**src/rtl/reset_sequencer.sv**
```systemverilog
// Sequenced reset release: domains come out of reset one at a time in index order,
// each after a programmable delay and a ready handshake bounded by a timeout.
module reset_sequencer #(
  parameter int NUM_DOMAINS   = 4,
  parameter int RELEASE_DELAY = 16,
  parameter int ACK_TIMEOUT   = 255
) (
  input  logic                   clk,
  input  logic                   reset_n,
  input  logic                   soft_rst_req,
  input  logic [NUM_DOMAINS-1:0] domain_ready,
  output logic [NUM_DOMAINS-1:0] domain_rst_n_out,
  output logic                   all_released,
  output logic                   busy,
  output logic                   timeout_err,
  output logic [((NUM_DOMAINS > 1) ? $clog2(NUM_DOMAINS) : 1)-1:0] cur_domain
);

  localparam int IDX_W   = (NUM_DOMAINS > 1) ? $clog2(NUM_DOMAINS) : 1;
  localparam int CNT_MAX = (RELEASE_DELAY > ACK_TIMEOUT) ? RELEASE_DELAY : ACK_TIMEOUT;
  localparam int CNT_W   = $clog2(CNT_MAX + 1);

  localparam logic [CNT_W-1:0] DLY_LAST = CNT_W'(RELEASE_DELAY - 1);
  localparam logic [CNT_W-1:0] TMO_LAST = CNT_W'(ACK_TIMEOUT - 1);
  localparam logic [IDX_W-1:0] IDX_LAST = IDX_W'(NUM_DOMAINS - 1);

  typedef enum logic [1:0] {
    S_DELAY      = 2'd0,
    S_WAIT_READY = 2'd1,
    S_RUN        = 2'd2,
    S_ASSERT_ALL = 2'd3
  } state_t;

  state_t                 state_q, state_d;
  logic [CNT_W-1:0]       cnt_q, cnt_d;
  logic [IDX_W-1:0]       idx_q, idx_d;
  logic [NUM_DOMAINS-1:0] rst_n_q, rst_n_d;
  logic                   all_rel_q, all_rel_d;
  logic                   busy_q, busy_d;
  logic                   terr_q, terr_d;

  logic soft_abort;
  logic dly_done;
  logic ack_seen;
  logic ack_tmo;
  logic last_dom;
  logic advance;

  // A request already being served in ASSERT_ALL only extends the hold.
  assign soft_abort = soft_rst_req && (state_q != S_ASSERT_ALL);
  assign dly_done   = (cnt_q == DLY_LAST);
  assign ack_seen   = domain_ready[idx_q];
  assign ack_tmo    = (cnt_q == TMO_LAST);
  assign last_dom   = (idx_q == IDX_LAST);
  assign advance    = (state_q == S_WAIT_READY) && (ack_seen || ack_tmo);

  always_ff @(posedge clk or negedge reset_n) begin
    if (!reset_n) begin
      state_q   <= S_DELAY;
      cnt_q     <= '0;
      idx_q     <= '0;
      rst_n_q   <= '0;
      all_rel_q <= 1'b0;
      busy_q    <= 1'b1;
      terr_q    <= 1'b0;
    end else begin
      state_q   <= state_d;
      cnt_q     <= cnt_d;
      idx_q     <= idx_d;
      rst_n_q   <= rst_n_d;
      all_rel_q <= all_rel_d;
      busy_q    <= busy_d;
      terr_q    <= terr_d;
    end
  end

  always_comb begin
    state_d = state_q;
    cnt_d   = cnt_q;
    idx_d   = idx_q;
    if (soft_abort) begin
      state_d = S_ASSERT_ALL;
      cnt_d   = '0;
      idx_d   = '0;
    end else begin
      unique case (state_q)
        S_DELAY: begin
          if (dly_done) begin
            cnt_d   = '0;
            state_d = S_WAIT_READY;
          end else begin
            cnt_d = cnt_q + 1'b1;
          end
        end
        S_WAIT_READY: begin
          if (advance) begin
            cnt_d = '0;
            if (last_dom) begin
              state_d = S_RUN;
            end else begin
              idx_d   = idx_q + 1'b1;
              state_d = S_DELAY;
            end
          end else begin
            cnt_d = cnt_q + 1'b1;
          end
        end
        S_ASSERT_ALL: begin
          // Counter parks at its terminal value while the request stays high.
          if (dly_done) begin
            if (!soft_rst_req) begin
              cnt_d   = '0;
              state_d = S_DELAY;
            end
          end else begin
            cnt_d = cnt_q + 1'b1;
          end
        end
        default: begin
        end
      endcase
    end
  end

  always_comb begin
    rst_n_d   = rst_n_q;
    all_rel_d = all_rel_q;
    terr_d    = terr_q;
    if (soft_abort) begin
      rst_n_d   = '0;
      all_rel_d = 1'b0;
      terr_d    = 1'b0;
    end else begin
      unique case (state_q)
        S_DELAY: begin
          if (dly_done) begin
            rst_n_d[idx_q] = 1'b1;
          end
        end
        S_WAIT_READY: begin
          if (advance) begin
            if (!ack_seen) begin
              terr_d = 1'b1;
            end
            if (last_dom) begin
              all_rel_d = 1'b1;
            end
          end
        end
        default: begin
        end
      endcase
    end
    busy_d = (state_d != S_RUN);
  end

  assign domain_rst_n_out = rst_n_q;
  assign all_released     = all_rel_q;
  assign busy             = busy_q;
  assign timeout_err      = terr_q;
  assign cur_domain       = idx_q;

endmodule

```
**config.mk**
```make
export PLATFORM = sky130hd
export DESIGN_NAME = reset_sequencer
export DESIGN_NICKNAME = d
export VERILOG_FILES = /design/src/rtl/reset_sequencer.sv
export SDC_FILE = /design/constraint.sdc
export NUM_CORES = 1
export LEC_CHECK = 0
export ABC_AREA = 1
export CAP_MARGIN = 20
export CORE_UTILIZATION = 45
export DETAILED_ROUTE_END_ITERATION = 10
export PLACE_DENSITY = 0.68
export SYNTH_ARGS = -nofsm -noshare
export SYNTH_HDL_FRONTEND = slang
export SYNTH_SLANG_ARGS = --single-unit
```
**constraint.sdc**
```tcl
create_clock -name clk -period 3.3 [get_ports clk]
set_input_delay 0.66 -clock clk [delete_from_list [all_inputs] [get_ports clk]]
set_output_delay 0.66 -clock clk [all_outputs]
set_load 0.03 [all_outputs]
```
# Word level (Yosys, flattened, before mapping)
# Cells that the tools add are included.
word_totals:
  wordCells: 70
  out_inout_bits: 9
  ff_bits: 19
  inputBits: 7
classes:
  add_sub_neg: 2
  muxes: 32
  eq_ne: 10
  bitwise: 1
  n_lt_le_gt_ge: 2
  reduce_logical: 16
op_table:
  columns: ["cell", "n"]
  rows:
  - ["8-bit two-way mux", 5]
  - ["8-bit one-hot mux with 3 select lines", 1]
  - ["2-bit two-way mux", 10]
  - ["4-bit two-way mux", 3]
  - ["1-bit two-way mux", 10]
  - ["2-bit nonzero test", 5]
  - ["3-bit AND reduction", 3]
  - ["8-bit by 1-bit adder with 8-bit output, second input constant", 1]
  - ["8-bit by 4-bit == test with 1-bit output, second input constant", 1]
  - ["8-bit == test, second input constant", 1]
  - ["2-bit != test, second input constant", 4]
  - ["2-bit one-hot mux with 3 select lines", 1]
  - ["2-bit == test, second input constant", 2]
  - ["4-bit != test, second input constant", 1]
  - ["4-bit OR", 1]
  - ["2-bit AND reduction", 2]
  - ["4-bit nonzero test", 1]
  - ["1-bit logical AND", 3]
  - ["2-bit by 3-bit less-than comparator with 1-bit output, second input constant", 1]
  - ["2-bit by 1-bit adder with 2-bit output, second input constant", 1]
  - ["1-bit binary-select mux with 2-bit select", 1]
  - ["1-bit demux with 2-bit select", 1]
  - ["2-bit by 1-bit == test with 1-bit output, second input constant", 1]
  - ["2-bit by 1-bit greater-or-equal comparator with 1-bit output, second input constant", 1]
  - ["2 further kinds", 2]

# Logic depth before layout (Yosys ltp)
# Gate-level depths: netlist of run 1.
logic_depth:
  word_depth: 8
  ltp_mapped: 12
  mapped_depth_nobuf: 12

# Least setup slack after synthesis of run 1
# OpenSTA, ideal clock, no wires.
synth_path:
  path_type: "input to register"
  startpoint: "input soft_rst_req"
  endpoint: "register cnt_q[7]"
  setup_slack_ps: 1766
  required_time_ps: 3175
  setup_time_ps: 125
  n_path_buf: 0
  t_arrival_ps: 1410
  path_stages: 6
  path_cell_list: "o21ai_0 > nand2_1 > nand2_4 > nor2_1 > xor2_1 > nor2_2"
synth_between:
  elab_chain_cells: 3
  elab_cells_between_ends: 5
  cone_classes: "eq/ne (1); mux (1); reduce/logical (3)"
synth_lines:
  columns: ["element", "line", "text"]
  rows:
  - ["from (decl)", "10", "input logic soft_rst_req,"]
  - ["1-bit logical AND", "50", "assign soft_abort = soft_rst_req && (state_q != S_ASSERT_ALL);"]
  - ["4-bit != test (no source line) or 4-bit nonzero test (tied branches)", null, null]
  - ["2-bit AND reduction (no source line)", null, null]
  - ["to (signal assigned)", "68", "cnt_q <= cnt_d;"]
  - ["to (decl)", "35", "logic [CNT_W-1:0] cnt_q, cnt_d;"]
# Several ways; a longest one is shown, not always the timed one.
# A chain may end at the register's enable or synchronous reset.

# Worst setup path after layout of run 1
layout_path:
  startpoint: "register busy_q, in the netlist busy"
  endpoint: "output busy"
layout_lines:
  columns: ["element", "line", "text"]
  rows:
  - ["from (decl)", "39", "logic busy_q, busy_d;"]
  - ["from (signal assigned)", "72", "busy_q <= busy_d;"]
  - ["to (decl)", "14", "output logic busy,"]
# No word-level cell between the ends.

==> results of run 1 <==
[final timing paths]
| path | start | slack (ps) | to |
|---|---|---|---|
| max in group asynchronous | reset_n | 1970 | all_released |
| worst max-delay path | busy | 1140 | busy |
| min in group asynchronous | reset_n | 810 | state_q[1] |
| worst min register to register | domain_rst_n_out[3] | 510 | domain_rst_n_out[3] |
| worst max register to register | state_q[0] | 1410 | cur_domain[0] |
| worst min-delay path | domain_rst_n_out[3] | 510 | domain_rst_n_out[3] |
[cell type report]
cell class              instances  area (sq um)
fillers                       233          1090
multi-input cells             108           643
flip-flops and latches         19           477
repair buffers                 15           150
inverters                      27           101
well taps                      30          37.5
clock buffers                   4          26.3
[state kept, by name, summed over array words and instances (netlist names)]
signal	flops
cnt_q	8
state_q	2
cur_domain	2
all_released	1
timeout_err	1
busy	1
domain_rst_n_out	4
[metal layers]
layer	track usage (%)	wire length, um	share of wire [%]	vias up
li1	-	-	-	528
met1	23.0	1160	48	475
met2	32.3	1140	47	12
met3	3.67	63	2.6	5
met4	15.0	52	2.1	0
met5	0	0	0	-
[cell usage in the layout (no fill, tap or decap), drive strengths merged]
cell type and count:
clkinv 1, xor2 5, clkbuf 4, o21a 1, ha 10, clkdlybuf4s50 15, nand2 37, a31oi 1
o21ai 8, dfrtp 18, nand3 13, nand3b 1, a21oi 14, nor2 15, nand4 3, dfstp 1
inv 26
[Yosys cell counts, types with 2 or more instances]
master	n
nand2_1	29
nand3_1	10
nor2_4	2
a21oi_1	14
nand3_2	3
dfrtp_1	18
nor2_1	12
nand2_2	7
o21ai_1	2
xor2_1	5
ha_1	10
inv_2	2
nand4_1	3
inv_1	24
o21ai_0	6
[report_power, final]
group / internal (mW) / switching (mW) / leakage (nW)
logic: 0.192 / 0.363 / 0.424
registers: 0.291 / 0.0650 / 0.250
clock network: 0.0473 / 0.0773 / 0.0150
total: 0.530 / 0.505 / 0.690
[kinds of logic (layout without fill, tap and decap cells)]
family	count (synthesis)	in the layout	share of synthesized area, %
and+or+nand+nor	69	69	28.2
DFF	19	19	39.0
xor gates and xnor gates	5	5	3.59
adders and majority gates	10	10	10.2
AOI/OAI and AO/OA	24	24	10.7
buffers and inverters	27	46	8.30
[metrics by stage]
step	power [mW]	hold WS, ps	utilization (%)
after floorplan	0.757	364	-
after detailed placement	0.916	485	55.9
after global placement	0.893	487	55.9
after global routing	1.13	535	56.9
final	1.04	506	56.9
after CTS	1.04	510	56.9
==> metrics.md, run 1 <==
| Metric | Value |
|---|---|
| Area after DPL | `1410 sq um` |
| Initial Util | `48.4%` |
| Hold depth | `1` |
| Number of stages on the worst setup path | `1` |
| Die span in x | `54.1 um` |
| Flops & latches, synth | `19` |
| Clock sinks | `19` |
| Worst path cell trace | `clkdlybuf4s50_1` |
| Total setup buffers inserted after CTS | `0` |
| Status | `completed` |
| TritonCTS clock tree | `done` |
| Req. time, crit path | `2640 ps` |
| Synth top area share | `36.9%` |
| Hold WC Path Type | `reg -> reg` |
| Power density cells | `721 nW/um^2` |
| GRT Total Usage | `19.9%` |
| Post-Syn Instances | `154` |
| Yosys top cell by area | `dfrtp_1` |
| Rel. slew slack | `44.4%` |
| Final setup viols | `0` |
| Worst EP arrival | `1500 ps` |
| EDFF count, synth | `0` |
| Initial antenna violation count | `0` |
| Mean Syn Cell Area | `7.93 sq um` |
| Vias in the first global route | `1,006` |
| Routed WL | `2.42 mm` |
| Clock slew at reported path FFs | `110 ps` |
| Largest net degree at the start of global routing | `20` |
| Maximum vdd drop | `0.456 mV` |
| Share of cells above drive strength 1 | `12.1%` |
| Ant diodes | `0` |
| CP Max Fanout | `1` |
| Post-place setup slack | `955 ps` |
| Vias | `1,020` |
| First-pass GRT wire length | `4.06 mm` |
| DRT iter0 DRCs | `13` |
| Total leakage power | `0.690 nW` |
| Main synth FF type | `dfrtp_1` |
| FMAX | `0.463 GHz` |
| Critical path's top delay family | `buffers and inverters` |
| Worst Path Buf+Inv | `1` |
| Count of different cell masters after synthesis | `22` |
| DPL Wire Length | `1.90 mm` |
| CTS HTree Levels | `1` |
| Nets | `191` |
| Tcrit/Tclk final | `65.4%` |
| Clk_skew | `6.51 ps` |
| R2R cell count | `7` |
| Area contributors post-synth | `dfrtp_1 37%, ha_1 10%, nand2_1 8.9%` |
| Core area | `2520 sq um` |
| DR pass1 iterations | `4` |
| Clock Latency Late Sink | `310 ps` |
| Vias per cell | `5.02` |
| Sequential share of the synthesized area | `39.0%` |
| RSZ-0062 raised after global routing | `no` |
| Final ANT Viol Nets | `0` |
| Post-Layout Cell Count | `203` |
| CTS root buf | `clkbuf_4` |
| Startpoint types | `flip-flop` |
| Post-route setup TNS | `0 ps` |
| Worst Setup End Kind | `output port` |
| DRC | `0` |
| Syn Nets | `171` |
| CP max-delay cell | `clkdlybuf4s50_1` |
| Placer Congestion | `0.860` |
| Max stage delay on crit path | `650 ps` |
| Deepest clock path buffer count | `2` |
| Crit Path Class | `reg -> out` |
| Clock period minus worst slack | `2160 ps` |
| GRT overflow | `0` |
| Yosys warns | `0` |
| Worst-Margin Slew | `832 ps` |
| Placed cells | `199` |
| Number of CTS-inserted buffers | `3` |
| Max_cap viols | `0` |
| Post-synth ARST share | `100%` |
| CTS Hold Bufs | `0` |
| Final instance area | `1440 sq um` |
| Final Hold Fails | `0` |
| Die H | `54.1 um` |
| Post_cts resized | `0` |
| Setup WS post-layout | `1140 ps` |
| Area Overhead vs Synth | `17.5%` |
| Die footprint | `2930 sq um` |
| Mapped cell area | `1220 sq um` |
| # rows | `18` |
| DR WL/cell | `11.9 um` |
| Number of placed I/O pins | `16` |
| IO buf count | `15` |
| Max-slew violations | `0` |
Note: power is estimated with default switching activity, not from simulation.
==> run 2: changes to the inputs <==
- clock period: 3.3 -> 2.05 ns (I/O delays scaled with it)
==> metrics.md, run 2 (synthesis results as in run 1) <==
| Metric | Value |
|---|---|
| Status | `completed` |
| Share of cells above drive strength 1 | `13.7%` |
| Min Hold Slack | `435 ps` |
| Number of stages on the worst setup path | `1` |
| Max reg flops | `8` |
| Hold WC Path Type | `in -> async` |
| Maximum vdd drop | `0.786 mV` |
| Deepest clock path buffer count | `2` |
| Req. time, crit path | `1640 ps` |
| Max-slew violations | `0` |
| DR WL/cell | `12.1 um` |
| Final setup viols | `0` |
| Die footprint | `2930 sq um` |
| Power density cells | `1150 nW/um^2` |
| Rel. slew slack | `77.5%` |
| First-pass GRT wire length | `4.36 mm` |
| Largest register by flop count | `cnt_q` |
| Worst-Margin Slew | `337 ps` |
| Clk_skew | `7.70 ps` |
| Tcrit/Tclk final | `92.5%` |
| FMAX | `0.527 GHz` |
| Worst path cell trace | `clkdlybuf4s50_1` |
| Vias in the first global route | `985` |
| Clock slew at reported path FFs | `120 ps` |
| RSZ-0062 raised after global routing | `no` |
| Vias | `1,045` |
| CTS Hold Bufs | `0` |
| Number of placed I/O pins | `16` |
| R2R cell count | `7` |
| Clock Latency Late Sink | `300 ps` |
| Ant diodes | `0` |
| Vias per cell | `5.10` |
| Max stage delay on crit path | `650 ps` |
| Clock sinks | `19` |
| Worst Path Buf+Inv | `1` |
| Placer Congestion | `0.891` |
| Total setup buffers inserted after CTS | `0` |
| TritonCTS clock tree | `done` |
| Worst Setup End Kind | `output port` |
| Max_cap viols | `0` |
| Nets | `193` |
| DR pass1 iterations | `5` |
| Largest net degree at the start of global routing | `20` |
| Worst EP arrival | `1490 ps` |
| DRT iter0 DRCs | `18` |
| Initial antenna violation count | `0` |
| Critical path's top delay family | `buffers and inverters` |
| Number of CTS-inserted buffers | `3` |
| Post_cts resized | `0` |
| CP Max Fanout | `1` |
| CP max-delay cell | `clkdlybuf4s50_1` |
| Post-route setup TNS | `0 ps` |
| Initial Util | `48.4%` |
| Die H | `54.1 um` |
| CTS HTree Levels | `1` |
| Commonest non-fill, non-tap cells in the layout | `29 x nand2_1, 24 x inv_1, 18 x dfrtp_1` |
| Commonest non-fill, non-tap cell in the layout | `nand2_1` |
| Final ANT Viol Nets | `0` |
| Crit Path Class | `reg -> out` |
| Core area | `2520 sq um` |
| Clock period minus worst slack | `1900 ps` |
| Area Overhead vs Synth | `18.9%` |
| Startpoint types | `flip-flop` |
| Layout Utilization | `57.5%` |
| GRT overflow | `0` |
| Final Hold Fails | `0` |
| GRT Total Usage | `21.1%` |
| Die span in x | `54.1 um` |
| DPL Wire Length | `2.00 mm` |
| DRC | `0` |
| Total leakage power | `0.702 nW` |
| Routed WL | `2.49 mm` |
| CTS root buf | `clkbuf_4` |
| # rows | `18` |
| IO buf count | `15` |
==> run 2: report_power, final <==
| part | total, mW | internal, mW | switching [mW] |
|---|---|---|---|
| logic | 0.896 | 0.317 | 0.579 |
| registers | 0.570 | 0.468 | 0.103 |
| clock network | 0.197 | 0.0726 | 0.124 |
| total | 1.66 | 0.858 | 0.806 |
==> run 2: cell type report <==
class	instances	area (sq um)
Multi-Input combinational cell	108	643
Inverter	27	101
Tap cell	30	37.5
Timing Repair Buffer	17	165
Clock buffer	3	22.5
Sequential cell	19	477
Clock inverter	1	5.00
Fill cell	237	1070
==> run 2: per-layer routing <==
| metal | wire length (um) | GRT usage, % |
|---|---|---|
| met1 | 1120 | 26.6 |
| met4 | 57 | 7.26 |
| met5 | 0 | 0 |
| met3 | 83 | 4.52 |
| met2 | 1220 | 35.4 |
==> run 2: worst paths after layout <==
path	from	end	slack [ps]
min reg2reg	domain_rst_n_out[3]	domain_rst_n_out[3]	510
min in group clk	domain_rst_n_out[3]	domain_rst_n_out[3]	510
max in group asynchronous	reset_n	busy	1350
max	busy	busy	150
min	reset_n	domain_rst_n_out[0]	440
max reg2reg	state_q[0]	cur_domain[0]	390
==> run 2: through the flow <==
stage	instance area, sq um	power, mW	worst slack (ps)	cells
floorplan	1220	1.22	534	154
global placement	1420	1.46	218	201
detailed placement	1420	1.48	195	201
CTS	1450	1.68	147	205
global route	1450	1.82	98.3	205
finish	1450	1.66	154	205
